**config.mk**
```make
export PLATFORM = sky130hd
export DESIGN_NAME = bit_serial_subtractor
export DESIGN_NICKNAME = d
export VERILOG_FILES = /design/src/rtl/bit_serial_subtractor.sv
export SDC_FILE = /design/constraint.sdc
export NUM_CORES = 1
export LEC_CHECK = 0
export CORE_MARGIN = 5
export CORE_UTILIZATION = 54
export CTS_CLUSTER_SIZE = 28
export DETAILED_ROUTE_END_ITERATION = 10
export HOLD_SLACK_MARGIN = 0.05
export PLACE_DENSITY = 0.9
export SLEW_MARGIN = 5
export SYNTH_ARGS = -nofsm -noshare
export SYNTH_HDL_FRONTEND = slang
export SYNTH_SLANG_ARGS = --single-unit
```
**constraint.sdc**
```tcl
create_clock -name clk -period 2.4 [get_ports clk]
set_clock_uncertainty 0.05 [all_clocks]
set_input_delay 0.36 -clock clk [delete_from_list [all_inputs] [get_ports clk]]
set_output_delay 0.36 -clock clk [all_outputs]
set_load 0.005 [all_outputs]
```
**src/rtl/bit_serial_subtractor.sv**
```systemverilog
// LSB-first serial subtractor; done pulses WIDTH+1 cycles after the accepting edge, then one ready cycle.
// Backpressure: start is honoured only in IDLE; it and a/b are ignored while an operation is in flight.
module bit_serial_subtractor #(
   parameter int WIDTH = 8
) (
   input  logic             clk,
   input  logic             rst,
   input  logic             start,
   input  logic [WIDTH-1:0] a,
   input  logic [WIDTH-1:0] b,
   output logic             ready,
   output logic             done,
   output logic [WIDTH-1:0] diff,
   output logic             borrow
);

   localparam int CW = $clog2(WIDTH + 1);

   typedef enum logic [1:0] {IDLE, SHIFT, DONE} state_t;

   state_t           state;
   logic [WIDTH-1:0] a_sr;
   logic [WIDTH-1:0] b_sr;
   logic [WIDTH-1:0] res_sr;
   logic             br;
   logic [CW-1:0]    cnt;
   logic             d_bit;
   logic             br_nxt;

   assign d_bit  = a_sr[0] ^ b_sr[0] ^ br;
   assign br_nxt = (~a_sr[0] & b_sr[0]) | (~(a_sr[0] ^ b_sr[0]) & br);

   // ready/done are registered copies of the state, so they trail it by one cycle
   always_ff @(posedge clk) begin
      if (rst) begin
         state  <= IDLE;
         ready  <= 1'b1;
         done   <= 1'b0;
         diff   <= '0;
         borrow <= 1'b0;
         cnt    <= '0;
         br     <= 1'b0;
         a_sr   <= '0;
         b_sr   <= '0;
         res_sr <= '0;
      end else begin
         ready <= (state == IDLE);
         done  <= (state == DONE);
         case (state)
            IDLE: begin
               if (start) begin
                  a_sr  <= a;
                  b_sr  <= b;
                  br    <= 1'b0;
                  cnt   <= '0;
                  state <= SHIFT;
               end
            end
            SHIFT: begin
               a_sr   <= a_sr >> 1;
               b_sr   <= b_sr >> 1;
               res_sr <= {d_bit, res_sr[WIDTH-1:1]};
               br     <= br_nxt;
               cnt    <= cnt + 1'b1;
               if (cnt == CW'(WIDTH - 1))
                  state <= DONE;
            end
            DONE: begin
               diff   <= res_sr;
               borrow <= br;
               state  <= IDLE;
            end
            default: state <= IDLE;
         endcase
      end
   end

endmodule

```
==> out/results.tsv <==
stage	metric	value	unit
global_route	GRT Overall Usage	18.9	%
sta	fin crit period	1.66	ns
power_and_ir_drop	LEAKAGE	0.732	nW
power_and_ir_drop	Clock Power Share	33.7	%
power_and_ir_drop	combinational share of power	10.9	%
floorplan	I/O pin total	30	
sta	Final Max Tran Viols	0	
critical_path	CP arrival	1.25	ns
critical_path	CP delay by family, top	buffers and inverters	
synth	ranking of synthesized cells by area	dfxtp_1, nand2_1, nor2_1, a211oi_1, o2bb2ai_1	
synth	Mapped Cells	195	
layout	Finished Core Util	68.3	%
power_and_ir_drop	power per cell area	660	nW/µm²
drt	via count	1489	
run_status	status	finished clean	
sta	fin crit share	69.1	%
critical_path	Crit. End Element	output pin	
power_and_ir_drop	switching power	333	µW
drt	Pre-antenna DRT Iters	5	
drt	number of antenna-violating nets in the routed design	0	
global_route	initial antenna violation count	0	
synth	area share of the largest cell type after synthesis	50.6	%
synth	Unique masters post-synth	28	
sta	Finish-stage setup viols	0	
synth	mapped cell area	1660	µm²
global_route	pin count of the biggest net entering global routing	43	
drt	Vias/cell	5.86	
critical_path	element type at the critical path start	register	
sta	Final Hold Vio Count	0	
power_and_ir_drop	Flop pwr share	55.4	%
min_path	HP Start	diff[5]	
clocking	Num CTS Buffers	5	
clocking	# clock sinks	42	
sta	Peak Freq	603	MHz
sta	Final WS setup	0.741	ns
synth	Post-Syn Nets	216	
place	routability cong.	0.795	
layout	Area Overhead vs Synth	23.3	%
place	Port Buffers	29	
drt	initial drt markers	131	
critical_path	critical path, cell by cell	clkdlybuf4s50_1	
drt	final wirelength	3830	µm
sta	setup TNS	0	ns
critical_path	crit path kind	register to output pin	
critical_path	Worst Path Buf+Inv	1	
place	post-DP HPWL	2450	µm
drt	DRC Markers	0	
clocking	post-CTS sizing	0	
drt	WL/cell	15.1	µm
sta	worst hold margin	0.415	ns
synth	Seq/Total Area, Yosys	50.6	%
clocking	TritonCTS clock tree	built	
critical_path	worst reg2reg startpoint	state[0]	
power_and_ir_drop	maximum vdd ir drop	0.000353	V
clocking	clk buf depth	2	
job	max-cap check violation count	0	
clocking	Clock Pin Slew Worst Setup and Hold Paths	0.13	ns
clocking	Setup Buffers After CTS	0	
synth	register bit total from synthesis	42	
min_path	path category of the worst min-delay check	register to register	
clocking	Root Driver	clkbuf_4	
power_and_ir_drop	sw frac	24.6	%
synth	dominant cell type by area after synthesis	dfxtp_1	
power_and_ir_drop	Internal	1.02	mW
sta	Slew HR	58.9	%
layout	antenna cells	0	
floorplan	die height	65.5	µm
critical_path	CP max FO	2	
clocking	# hold bufs at CTS	0	
layout	share of cells above drive strength 1	5.88	%
synth	Avg Cell Area, Syn	8.53	µm²
critical_path	CP max stage delay	0.51	ns
critical_path	critical path required time	1.99	ns
floorplan	die boundary width	65.5	µm
critical_path	CP startpoint	diff[1]	
sta	Worst-Margin Slew	0.615	ns
clocking	number of H-tree levels	2	
layout	commonest non-fill, non-tap cells in the layout	dfxtp_1, nand2_1, nor2_1	
critical_path	crit path max-delay cell type	clkdlybuf4s50_1	
sta	RSZ-0062 raised after global routing	false	
floorplan	Die ar.	4290	µm²
layout	fillcell total	242	
floorplan	cell row count	20	
global_route	first-pass GRT wire length	6180	µm
place	Setup WS pre-CTS	0.717	ns
synth	Yosys warning count	0	
floorplan	core area	3000	µm²
clocking	clock latency on the worst-skew pair	0.37	ns
layout	most common cell after layout, fill and taps aside	dfxtp_1	
global_route	vias in the first global route	1322	
global_route	grt ovf	0	
floorplan	initial core utilization	55.4	%
layout	Net count, final	241	
-- power groups by stage --
| stage | sequential (mW) | clock [mW] | combinational (mW) |
|---|---|---|---|
| 2_1_floorplan | 0.756 | 0 | 0.0927 |
| 3_3_place_gp | 0.763 | 0 | 0.141 |
| 3_5_place_dp | 0.764 | 0 | 0.145 |
| 4_1_cts | 0.749 | 0.460 | 0.148 |
| 5_1_grt | 0.753 | 0.492 | 0.161 |
| 6_report | 0.750 | 0.457 | 0.147 |
-- sequential cells by signal (all words and copies together), names as in the netlist --
name	count
a_sr	8
b_sr	8
diff	8
res_sr	8
cnt	4
state	2
borrow	1
br	1
done	1
ready	1
-- path summary, 6_finish.rpt --
kind,end,cells after the start,slack [ns]
setup / recovery,diff[1],1,0.74
hold / removal,diff[5],2,0.41
setup reg to reg,state[1],3,0.78
hold reg to reg,diff[5],2,0.41
-- layer usage --
metal	GRT usage, %	part of all wire (%)	vias up
li1	-	-	732
met1	24.1	44	698
met2	29.5	48	49
met3	3.59	4.4	10
met4	11.1	3.1	0
met5	0	0	-
-- area by class of cell --
type                    instances  area (µm²)  area share (%)
repair buffers                 33         333            16.2
well taps                      33        41.3            2.01
inverters                       3        11.3           0.549
clock buffers                   6        41.3            2.01
clock inverters                 2        37.5            1.83
flip-flops and latches         42         841            41.0
multi-input cells             135         746            36.4
-- metrics by stage --
stage / cell area [µm²] / cells / power, mW
2_1_floorplan: 1660 / 195 / 0.849
3_5_place_dp: 1970 / 246 / 0.909
4_1_cts: 2050 / 254 / 1.36
5_1_grt: 2050 / 254 / 1.41
3_3_place_gp: 1970 / 246 / 0.904
6_report: 2050 / 254 / 1.35
-- cell usage after synthesis --
cell type  count
nor4b_1        1
fa_1           1
dfxtp_1       42
nand2b_1       3
o2bb2ai_1     10
a32oi_1        2
buf_2          7
a221oi_1       1
a21oi_1       17
a31oi_1        1
inv_1          3
o211a_1        1
or3_1          1
a211oi_1      15
ha_1           1
clkbuf_1       8
and4b_1        1
nand2_1       34
or2_2          1
nor2_1        31
nor3_1         2
a22oi_1        2
nand3_1        2
o21ba_2        1
o21bai_1       1
nor2b_1        1
and2b_1        1
o22ai_1        4
-- logic make-up (layout without fill, tap and decap cells) --
| kind of cell | count (synthesis) | count (layout) | share of synthesized area [%] |
|---|---|---|---|
| DFF | 42 | 42 | 50.6 |
| AOI/OAI and AO/OA | 55 | 55 | 23.2 |
| and+or+nand+nor | 78 | 78 | 19.7 |
| buffers and inverters | 18 | 44 | 4.59 |
| adders and majority gates | 2 | 2 | 1.96 |
Note: power is estimated with default switching activity, not from simulation.
